## src/rtl/traffic_pkg.sv

```systemverilog
// Shared types and constants for the farm-road detector and the traffic-light controller.
package traffic_pkg;

  typedef enum logic [1:0] {
    IDLE  = 2'd0,
    WAIT  = 2'd1,
    SERVE = 2'd2
  } det_state_e;

  localparam int unsigned DEB_CYC_DEF = 4;
  localparam int unsigned GAP_CYC_DEF = 3;
  localparam int unsigned CNT_W_DEF   = 3;

  // Controller light timing, in controller ticks.
  localparam int unsigned T_LONG  = 30;
  localparam int unsigned T_SHORT = 15;
  localparam int unsigned T_AMBER = 5;

  // Counter width able to hold 0..n-1, never narrower than one bit.
  function automatic int unsigned cnt_width(input int unsigned n);
    return (n > 1) ? $clog2(n) : 1;
  endfunction

endpackage

```

## src/rtl/farm_car_detector_if.sv

```systemverilog
// Signals exchanged between the detector, the loop sensor and the traffic-light controller.
interface farm_car_detector_if
  import traffic_pkg::*;
#(
  parameter int unsigned CNT_W = CNT_W_DEF
);
  logic             loop_raw;
  logic             FG;
  logic             c;
  logic [CNT_W-1:0] car_cnt;
  logic             ovf;

  modport master (output loop_raw, output FG, input c, input car_cnt, input ovf);
  modport slave  (input loop_raw, input FG, output c, output car_cnt, output ovf);
endinterface

```

## src/rtl/loop_debouncer.sv

```systemverilog
// Two-flop synchroniser plus stability counter; pulses arrive on each qualified rising level.
module loop_debouncer
  import traffic_pkg::*;
#(
  parameter int unsigned DEB_CYC = DEB_CYC_DEF
) (
  input  logic clk,
  input  logic rst,
  input  logic loop_raw,
  output logic loop_db,
  output logic arrive
);
  localparam int unsigned  DW       = cnt_width(DEB_CYC);
  localparam logic [DW-1:0] DEB_LAST = DW'(DEB_CYC - 1);

  logic          s1_q, s1_d;
  logic          loop_s_q, loop_s_d;
  logic          loop_db_q, loop_db_d;
  logic [DW-1:0] deb_cnt_q, deb_cnt_d;

  always_comb begin
    s1_d      = loop_raw;
    loop_s_d  = s1_q;
    loop_db_d = loop_db_q;
    deb_cnt_d = '0;
    if (loop_s_q != loop_db_q) begin
      if (deb_cnt_q == DEB_LAST) begin
        loop_db_d = ~loop_db_q;
      end else begin
        deb_cnt_d = deb_cnt_q + 1'b1;
      end
    end
  end

  always_ff @(posedge clk) begin
    if (rst) begin
      s1_q      <= 1'b0;
      loop_s_q  <= 1'b0;
      loop_db_q <= 1'b0;
      deb_cnt_q <= '0;
    end else begin
      s1_q      <= s1_d;
      loop_s_q  <= loop_s_d;
      loop_db_q <= loop_db_d;
      deb_cnt_q <= deb_cnt_d;
    end
  end

  assign loop_db = loop_db_q;
  assign arrive  = loop_s_q && !loop_db_q && (deb_cnt_q == DEB_LAST);

endmodule

```

## src/rtl/farm_car_detector.sv

```systemverilog
// Farm-road car request: counts debounced arrivals, discharges one car per GAP_CYC cycles of FG.
module farm_car_detector
  import traffic_pkg::*;
#(
  parameter int unsigned DEB_CYC = DEB_CYC_DEF,
  parameter int unsigned GAP_CYC = GAP_CYC_DEF,
  parameter int unsigned CNT_W   = CNT_W_DEF
) (
  input logic                clk,
  input logic                rst,
  farm_car_detector_if.slave bus
);
  localparam int unsigned      GAP_W    = cnt_width(GAP_CYC);
  localparam logic [GAP_W-1:0] GAP_LAST = GAP_W'(GAP_CYC - 1);
  localparam logic [CNT_W-1:0] CNT_MAX  = '1;

  det_state_e       state_q, state_d;
  logic [CNT_W-1:0] car_cnt_q, car_cnt_d;
  logic [GAP_W-1:0] gap_cnt_q, gap_cnt_d;
  logic             ovf_q, ovf_d;
  logic             loop_db, arrive, gap_en, depart;

  loop_debouncer #(.DEB_CYC(DEB_CYC)) u_deb (
    .clk      (clk),
    .rst      (rst),
    .loop_raw (bus.loop_raw),
    .loop_db  (loop_db),
    .arrive   (arrive)
  );

  always_comb begin
    // The WAIT->SERVE edge already counts as the first FG cycle, so departures
    // land on FG edges GAP_CYC, 2*GAP_CYC, ... after the controller goes green.
    gap_en    = bus.FG && (state_q == SERVE || state_q == WAIT);
    depart    = gap_en && (state_q == SERVE) && (gap_cnt_q == GAP_LAST) && (car_cnt_q != '0);
    gap_cnt_d = '0;
    if (gap_en && gap_cnt_q != GAP_LAST) gap_cnt_d = gap_cnt_q + 1'b1;

    car_cnt_d = car_cnt_q;
    ovf_d     = ovf_q;
    if (arrive && !depart) begin
      if (car_cnt_q == CNT_MAX) ovf_d = 1'b1;
      else                      car_cnt_d = car_cnt_q + 1'b1;
    end else if (depart && !arrive) begin
      car_cnt_d = car_cnt_q - 1'b1;
    end

    state_d = state_q;
    unique case (state_q)
      IDLE:    if (car_cnt_d != '0) state_d = bus.FG ? SERVE : WAIT;
      WAIT:    if (bus.FG) state_d = SERVE;
      SERVE: begin
        if (car_cnt_d == '0) state_d = IDLE;
        else if (!bus.FG)    state_d = WAIT;
      end
      default: state_d = IDLE;
    endcase
  end

  always_ff @(posedge clk) begin
    if (rst) begin
      state_q   <= IDLE;
      car_cnt_q <= '0;
      gap_cnt_q <= '0;
      ovf_q     <= 1'b0;
    end else begin
      state_q   <= state_d;
      car_cnt_q <= car_cnt_d;
      gap_cnt_q <= gap_cnt_d;
      ovf_q     <= ovf_d;
    end
  end

  // A qualified rise can only start from a low debounced level.
  always_comb assert (!(arrive && loop_db));

  assign bus.c       = (car_cnt_q != '0);
  assign bus.car_cnt = car_cnt_q;
  assign bus.ovf     = ovf_q;

endmodule

```

## src/flat_wrapper.sv

```systemverilog
// flat-port wrapper written by rule: the top's interface ports become plain ports
module farm_car_detector_flat import traffic_pkg::*;
#(
  parameter int unsigned DEB_CYC = DEB_CYC_DEF,
  parameter int unsigned GAP_CYC = GAP_CYC_DEF,
  parameter int unsigned CNT_W   = CNT_W_DEF
)
  (clk, rst, bus_loop_raw, bus_FG, bus_c, bus_car_cnt, bus_ovf);
  farm_car_detector_if #(.CNT_W(CNT_W)) bus_i ();
  input logic clk;
  input logic rst;
  input wire logic [$bits(bus_i.loop_raw)-1:0] bus_loop_raw;
  input wire logic [$bits(bus_i.FG)-1:0] bus_FG;
  output wire logic [$bits(bus_i.c)-1:0] bus_c;
  output wire logic [$bits(bus_i.car_cnt)-1:0] bus_car_cnt;
  output wire logic [$bits(bus_i.ovf)-1:0] bus_ovf;
  assign bus_i.loop_raw = bus_loop_raw;
  assign bus_i.FG = bus_FG;
  assign bus_c = bus_i.c;
  assign bus_car_cnt = bus_i.car_cnt;
  assign bus_ovf = bus_i.ovf;
  farm_car_detector #(.DEB_CYC(DEB_CYC), .GAP_CYC(GAP_CYC), .CNT_W(CNT_W)) u_core (.clk(clk), .rst(rst), .bus(bus_i));
endmodule
```

## config.mk

```make
export PLATFORM = sky130hd
export DESIGN_NAME = farm_car_detector_flat
export DESIGN_NICKNAME = d
export VERILOG_FILES = /design/src/rtl/traffic_pkg.sv /design/src/rtl/farm_car_detector_if.sv /design/src/rtl/loop_debouncer.sv /design/src/rtl/farm_car_detector.sv /design/src/flat_wrapper.sv
export SDC_FILE = /design/constraint.sdc
export NUM_CORES = 1
export LEC_CHECK = 0
export CAP_MARGIN = 5
export CORE_MARGIN = 3
export CORE_UTILIZATION = 25
export DETAILED_ROUTE_END_ITERATION = 12
export PLACE_DENSITY_LB_ADDON = 0.2
export SKIP_CTS_REPAIR_TIMING = 1
export SLEW_MARGIN = 15
export SYNTH_ARGS = -nofsm -noshare
export SYNTH_HDL_FRONTEND = slang
export SYNTH_SLANG_ARGS = --single-unit
```

## constraint.sdc

```tcl
create_clock -name clk -period 6.4 [get_ports clk]
set_input_delay 1.6 -clock clk [delete_from_list [all_inputs] [get_ports clk]]
set_output_delay 1.6 -clock clk [all_outputs]
set_load 0.02 [all_outputs]
```

Word level (Yosys, flattened, before mapping)
Cells that the tools add are included.
{"block": "totals", "elab_cells": 56, "ff_bits": 13, "out_inout_bits": 5, "inputBits": 4}
{"block": "classes", "mux": 9, "n_addsub": 4, "n_bitwise": 3, "reduce_logical": 22, "n_eq_ne": 10}
{"cell": "$mux W2", "count": 5}
{"cell": "$logic_and A1 B1 Y1", "count": 9}
{"cell": "$mux W3", "count": 3}
{"cell": "$eq A2 B2 Y1 const B", "count": 3}
{"cell": "$pmux W2 S3", "count": 1}
{"cell": "$reduce_bool A3 Y1", "count": 2}
{"cell": "$add A2 B1 Y2 const B", "count": 2}
{"cell": "$ne A2 B2 Y1 const B", "count": 2}
{"cell": "$reduce_and A2 Y1", "count": 2}
{"cell": "$add A3 B1 Y3 const B", "count": 1}
{"cell": "$eq A3 B3 Y1 const B", "count": 1}
{"cell": "$logic_not A1 Y1", "count": 3}
{"cell": "$logic_not A3 Y1", "count": 1}
{"cell": "$ne A3 B3 Y1 const B", "count": 1}
{"cell": "$not A1 Y1", "count": 3}
{"cell": "$reduce_and A3 Y1", "count": 1}
{"cell": "$reduce_or A3 Y1", "count": 1}
{"cell": "$sub A3 B1 Y3 const B", "count": 1}
{"cell": "$eq A2 B1 Y1 const B", "count": 1}
{"cell": "$logic_not A2 Y1", "count": 1}
{"cell": "$ne A2 B1 Y1 const B", "count": 1}
{"cell": "$reduce_or A2 Y1", "count": 1}
{"cell": "$logic_or A1 B1 Y1", "count": 1}
{"cell": "$ne A1 B1 Y1", "count": 1}

Depth between registers and ports, before layout
Gate-level depths: netlist of the first run.
{"block": "depth", "depth_word": 12, "ltp_mapped": 8, "mapped_depth_nobuf": 8}

Modules after synthesis
From an unflattened synthesis of the first run, not the netlist that was laid out.
{"block": "unflattened", "hier_cells": 95, "hier_area_um2": 839.6}
{"mod": "farm_car_detector", "cells_each": 78, "n_inst": 1, "area_per_inst_um2": 638.1, "seq_area_each_um2": 160.2}
{"mod": "loop_debouncer", "cells_each": 17, "n_inst": 1, "area_per_inst_um2": 201.4, "seq_area_each_um2": 100.1}

Worst setup path before layout of the first run
No wires, ideal clock.
{"block": "synth_timing", "path_type": "in2reg", "start": "input port bus_FG", "end": "register u_core.state_q[1]", "path_buffers": 0, "slack_ns": 3.335, "setup_time_ns": 0.123, "path_stages": 6, "required_time_ns": 6.277, "arrival_ns": 2.941, "path_cell_list": "and3_1 -> a2111oi_1 -> a41oi_1 -> a21boi_4 -> mux2i_1 -> mux2_1"}
{"block": "synth_between", "elab_chain_cells": 10, "elab_cells_between_ends": 19, "classes_between": "eq/ne: 3; mux: 6; reduce/logical: 10"}
{"element": "start, declared", "line_no": "flat_wrapper.sv:13", "source": "input wire logic [$bits(bus_i.FG)-1:0] bus_FG;"}
{"element": "$logic_and A1 B1 Y1", "line_no": "farm_car_detector.sv:34", "source": "gap_en = bus.FG && (state_q == SERVE || state_q == WAIT);"}
{"element": "$logic_and A1 B1 Y1 (3 in series)", "line_no": "farm_car_detector.sv:35", "source": "depart = gap_en && (state_q == SERVE) && (gap_cnt_q == GAP_LAST) && (car_cnt_q != '0);"}
{"element": "$logic_and A1 B1 Y1 or $logic_not A1 Y1 (tied branches)", "line_no": "farm_car_detector.sv:44, farm_car_detector.sv:41"}
{"element": "$mux W3 or $logic_and A1 B1 Y1 (tied branches)", "line_no": "farm_car_detector.sv:44, farm_car_detector.sv:41"}
{"element": "$mux W3", "line_no": "farm_car_detector.sv:41", "source": "if (arrive && !depart) begin"}
{"element": "$logic_not A3 Y1 or $reduce_bool A3 Y1 (tied branches)", "line_no": "farm_car_detector.sv:53, farm_car_detector.sv:50"}
{"element": "$ne A3 B3 Y1 (no source line), or another cell as far along"}
{"element": "$reduce_and A3 Y1 (no source line) or $pmux W2 S3 (tied branches)"}
{"element": "end signal, assigned", "line_no": "farm_car_detector.sv:67", "source": "state_q <= state_d;"}
{"element": "end, declared", "line_no": "farm_car_detector.sv:17", "source": "det_state_e state_q, state_d;"}
Parallel ways exist; a longest one is shown, timed or not. The select of a mux whose other input is x is not followed.
A chain may end at the register's enable or synchronous reset.

Worst setup path after layout of the first run
Same ends and word-level chain as after synthesis.

==> results.ini, run 1 <==
[status]
outcome=finished, final reports clean

[critical_path]
crit_path_end_kind=flop
rr_worst_depth=8
cp-startpoint=bus_FG
cp.arrival_ps=3650
r2r-end=u_core.state_q[1]
worst_setup_path_start_kind=primary input
cp.required_ps=6560
crit_fanout=8
path_class=in2reg
r2r_setup_slack_ps=4010
rr_startpoint=u_core.bus.car_cnt[0]

[yosys]
yosysSeqAreaShare_pct=33.5
postSynth.asyncResetShare_pct=0
yosys_warnings=0
dominantRegCellSynth=dfxtp_1
synth_area_per_cell_um2=8.92
netlist_area_um2=776
ys_types=33
syn-num-nets=101
synthCells=87
ys_ff_latch=13
synth_commonest_cells=13 x dfxtp_1, 13 x nor2_1, 10 x ha_1
synth_edf_count=0
yosysTopAreaCell=dfxtp_1
synth_top_area_share_pct=33.5
synthTopCellsByArea=dfxtp_1 34%, ha_1 16%, nor2_1 6.3%

[cts]
clock_sinks=13
cts_buffer_depth=2
cts_tree=built
htree_levels=1
cts_made_buffers=3
root_buffer=clkbuf_4
path_clk_slew_ps=80
clk_latency_ps=270

[layout]
final_area_um2=917
syn_to_final_growth_pct=18.2
final_nets=113
drive_gt1_share_pct=9.18
fin_cells=129
fill_cells=310
finish.utilization_pct=32.1
multiInputGateArea_um2=489
seq_area_um2=260
n_antenna_cell=0

[sta]
clock_skew_ps=4.12
worst_pin_slew_ps=471
max_freq_ghz=0.287
fin_crit_ps=3490
fin_crit_sh_pct=54.5
final_hold_viol_count=0
timing.slew.headroom_pct=68.5
rsz0062_at_grt=false
timing.setup.tns_ps=0
finalSetupViolCount=0
setup_slack_ps=2910
finalMaxSlewViolations=0
worst_hold_slack_ps=423

[floorplanning]
rows=19
die_w_um=61.7
io_pins=9
coreArea_um2=2850
die_h_um=61.7
start_util_pct=27.2
fp.dieArea_um2=3810

[detailed_routing]
drt_first_iter_violations=10
detail_route.first_pass.iterations=4
wire_per_inst_um=10.9
wl_um=1400
drc_errors=0
viasPerCell=4.78
num_vias=616
ant_nets=0

[job]
max-cap-violations=0

[pwr]
power_mw=0.196
irDropWorstVdd_uv=108
leakage_nw=0.389
power.density_nw_per_um2=213

[placed_design]
placed_cells=125
place_hpwl_um=1110
dp_slack_ps=2600
placed_area_um2=891
globalplace.congestion=0.744
io_buffers=8

[worst_hold_path]
hold_path_class=reg2reg
min_to=u_core.u_deb.deb_cnt_q[0]
min_path_cells=1
hold_start=u_core.u_deb.deb_cnt_q[0]

[grt]
met1_usage_pct=12.1
grt_pass1_vias=557
grt_usage_pct=8.98
grt-busiest-layer=met2
grt_pass1_wl_um=2480
grt_use_met2_pct=13.2
grt_start_max_net_pins=15
overflow=0
antenna_found_initial=0
grt_use_met3_pct=1.24

power breakdown:
| part | internal (mW) | switching, mW | leakage (nW) |
|---|---|---|---|
| clock network | 0.0241 | 0.0256 | 0.0150 |
| logic | 0.0242 | 0.0291 | 0.268 |
| registers | 0.0871 | 0.00568 | 0.106 |
registers in the layout, indices dropped and copies added (netlist names):
register and flops:
u_core.state_q 2, u_core.u_deb.loop_s_d 1, u_core.u_deb.loop_s_q 1, u_core.gap_cnt_q 2, u_core.u_deb.loop_db 1, u_core.u_deb.deb_cnt_q 2
u_core.bus.ovf 1, u_core.bus.car_cnt 3
cell type report:
cell class / instances / area share, %
Clock buffer: 4 / 2.86
Tap cell: 31 / 4.23
Inverter: 6 / 2.46
Timing Repair Buffer: 8 / 8.73
Multi-Input combinational cell: 67 / 53.3
Sequential cell: 13 / 28.4
routing by layer:
| layer | routed length [um] | part of all wire [%] |
|---|---|---|
| met2 | 677 | 48 |
| met4 | 20 | 1.4 |
| met3 | 16 | 1.1 |
| met5 | 0 | 0 |
| met1 | 686 | 49 |
layout by cell type (no fill, tap or decap), types with 2 or more instances in the layout:
cell / n
nor2_1: 13
dfxtp_1: 13
ha_1: 10
clkdlybuf4s50_1: 8
inv_1: 6
o21ai_0: 5
nand2_1: 4
nand2b_1: 3
nor2b_1: 3
a21oi_1: 3
clkbuf_4: 3
xnor2_1: 2
nand3_1: 2
nor4_1: 2
critical path: stages:
cell,delay [ps]
clkdlybuf4s50_1,540
and3_1,240
a2111oi_1,410
a41oi_1,130
a21boi_4,190
mux2i_1,210
mux2_1,330
logic make-up after synthesis:
logic type | after synthesis | synth area share [%]
AND/OR/NAND/NOR | 37 | 26.5
AO/OA/AOI/OAI | 16 | 15.5
flip-flops | 13 | 33.5
adder cells (fa/ha/maj) | 10 | 16.1
buffers and inverters | 7 | 3.39
XOR/XNOR | 2 | 2.26
multiplexers | 2 | 2.74
worst max-delay path by stage:
| stage | to | slack, ps | cells after the start |
|---|---|---|---|
| after floorplan | u_core.state_q[1] | 3340 | 6 |
| after global placement | u_core.state_q[1] | 2670 | 7 |
| after detailed placement | u_core.state_q[1] | 2600 | 7 |
| after CTS | bus_c | 2900 | 4 |
| after global routing | u_core.state_q[1] | 2740 | 7 |
| final | u_core.state_q[1] | 2910 | 7 |
Note: power is estimated with default switching activity, not from simulation.
==> run 2, diff against run 1 <==
==> constraint.sdc (replaced) <==
create_clock -name clk -period 3.5 [get_ports clk]
set_input_delay 0.875 -clock clk [delete_from_list [all_inputs] [get_ports clk]]
set_output_delay 0.875 -clock clk [all_outputs]
set_load 0.02 [all_outputs]
==> results of run 2 <==
The final DEF is identical to that of run 1. Status: finished, final reports clean.
Main changes from that run: setup slack after placement 2600 ps -> 428 ps; setup slack after layout 2910 ps -> 735 ps; register-to-register setup slack 4010 ps -> 1110 ps; total power 0.196 mW -> 0.358 mW; worst IR drop on VDD 108 uV -> 197 uV
==> run 3, diff against run 2 <==
==> constraint.sdc (replaced) <==
create_clock -name clk -period 2.8 [get_ports clk]
set_input_delay 0.7 -clock clk [delete_from_list [all_inputs] [get_ports clk]]
set_output_delay 0.7 -clock clk [all_outputs]
set_load 0.02 [all_outputs]
==> results.ini, run 3 (synthesis results as in run 1) <==
[grt]
overflow=0  ; unchanged
grt_usage_pct=9.61  ; was 8.98%
grt_pass1_wl_um=2670  ; was 2480 um
grt_start_max_net_pins=15  ; unchanged
grt_pass1_vias=637  ; was 557
antenna_found_initial=0  ; unchanged

[layout]
n_antenna_cell=0  ; unchanged
largest_reg_flops=3  ; unchanged
syn_to_final_growth_pct=19.2  ; was 18.2%
finish.utilization_pct=32.4  ; was 32.1%
mostFrequentLayoutCells=13 x nor2_1, 13 x dfxtp_1, 10 x ha_1  ; unchanged
final_nets=114  ; was 113
drive_gt1_share_pct=10.1  ; was 9.18%
fill_cells=304  ; was 310

[critical_path]
r2r-end=u_core.state_q[1]  ; unchanged
path_class=reg2out  ; was in2reg
cp-startpoint=u_core.bus.car_cnt[0]  ; was bus_FG
r2r_setup_slack_ps=440  ; was 1110 ps
rr_worst_depth=8  ; unchanged
cp.required_ps=2100  ; was 3660 ps
worst_setup_path_start_kind=flop  ; was primary input
rr_startpoint=u_core.bus.car_cnt[0]  ; unchanged
crit_path_end_kind=output pin  ; was flop
cp.arrival_ps=1880  ; was 2930 ps
crit_fanout=6  ; was 8
endpoint=bus_c  ; was u_core.state_q[1]

[floorplanning]
fp.dieArea_um2=3810  ; unchanged
rows=19  ; unchanged
die_w_um=61.7  ; unchanged
io_pins=9  ; unchanged
die_h_um=61.7  ; unchanged
start_util_pct=27.2  ; unchanged
coreArea_um2=2850  ; unchanged

[detailed_routing]
num_vias=648  ; was 616
drt_first_iter_violations=8  ; was 10
wl_um=1510  ; was 1400 um
drc_errors=0  ; unchanged
detail_route.first_pass.iterations=4  ; unchanged
wire_per_inst_um=11.6  ; was 10.9 um
viasPerCell=4.98  ; was 4.78
ant_nets=0  ; unchanged

[sta]
max_freq_ghz=0.387
fin_crit_sh_pct=92.3
finalMaxSlewViolations=0  ; unchanged
timing.setup.tns_ps=0  ; unchanged
worst_pin_slew_ps=528  ; was 471 ps
finalSetupViolCount=0  ; unchanged
rsz0062_at_grt=false  ; unchanged
final_hold_viol_count=0  ; unchanged
fin_crit_ps=2580
timing.slew.headroom_pct=64.7  ; was 68.5%
clock_skew_ps=2.19  ; was 4.12 ps

[cts]
path_clk_slew_ps=70  ; was 80 ps
cts_tree=built  ; unchanged
cts_made_buffers=3  ; unchanged
cts_buffer_depth=2  ; unchanged
clk_latency_ps=260  ; was 270 ps
clock_sinks=13  ; unchanged
root_buffer=clkbuf_4  ; unchanged
htree_levels=1  ; unchanged

[pwr]
power.density_nw_per_um2=485  ; was 390 nW/um^2
leakage_nw=0.394  ; was 0.389 nW
power_mw=0.448  ; was 0.358 mW
irDropWorstVdd_uv=272  ; was 197 uV

[placed_design]
globalplace.congestion=0.695  ; was 0.744
io_buffers=8  ; unchanged
place_hpwl_um=1220  ; was 1110 um

[worst_hold_path]
hold_path_class=reg2reg  ; unchanged

[job]
max-cap-violations=0  ; unchanged

[status]
outcome=finished, final reports clean  ; unchanged

==> run 3: cell count changes in the layout (fill, tap and decap cells not counted), sizes merged <==
cell and delta:
buf +1
==> run 3: stage by stage <==
step,hold WS (ps),std cells,cell area (um^2),worst slack [ps]
6_report,416,130,925,217
2_1_floorplan,392,87,776,446
5_1_grt,447,130,925,82.6
3_3_place_gp,403,126,898,84.0
4_1_cts,425,130,925,199
3_5_place_dp,414,126,898,59.2
==> run 3: area by class of cell <==
type | instances | area, um^2 | share of cell area [%]
Inverter | 6 | 22.5 | 2.44
Timing Repair Buffer | 9 | 87.6 | 9.47
Tap cell | 31 | 38.8 | 4.19
Multi-Input combinational cell | 67 | 489 | 52.9
Clock buffer | 4 | 26.3 | 2.84
Sequential cell | 13 | 260 | 28.1
==> run 3: per-layer routing <==
metal,share of wire (%),global-route usage (%),vias up
met4,0.93,3.64,0
met5,0,0,-
met1,42,10.2,312
li1,-,-,330
met3,1.7,3.10,2
met2,55,17.6,4
==> run 3: report_power, final <==
part           internal (mW)  switching (mW)
sequential             0.199          0.0137
clock                 0.0550          0.0544
combinational         0.0569          0.0691
==> run 3: worst min-delay path by stage <==
| stage | startpoint | end | slack (ps) | depth (start not counted) |
|---|---|---|---|---|
| 2_1_floorplan | u_core.gap_cnt_q[0] | u_core.gap_cnt_q[0] | 390 | 1 |
| 3_3_place_gp | u_core.gap_cnt_q[0] | u_core.gap_cnt_q[0] | 400 | 1 |
| 3_5_place_dp | u_core.gap_cnt_q[0] | u_core.gap_cnt_q[0] | 410 | 1 |
| 4_1_cts | u_core.gap_cnt_q[0] | u_core.gap_cnt_q[0] | 420 | 1 |
| 5_1_grt | u_core.u_deb.deb_cnt_q[0] | u_core.u_deb.deb_cnt_q[0] | 450 | 1 |
| 6_report | u_core.gap_cnt_q[0] | u_core.gap_cnt_q[0] | 420 | 1 |
==> run 3: worst max-delay path, stage by stage (launching register included) <==
cell,delay (ps)
dfxtp_1,450
inv_1,120
ha_1,240
nand2b_1,180
clkdlybuf4s50_1,630
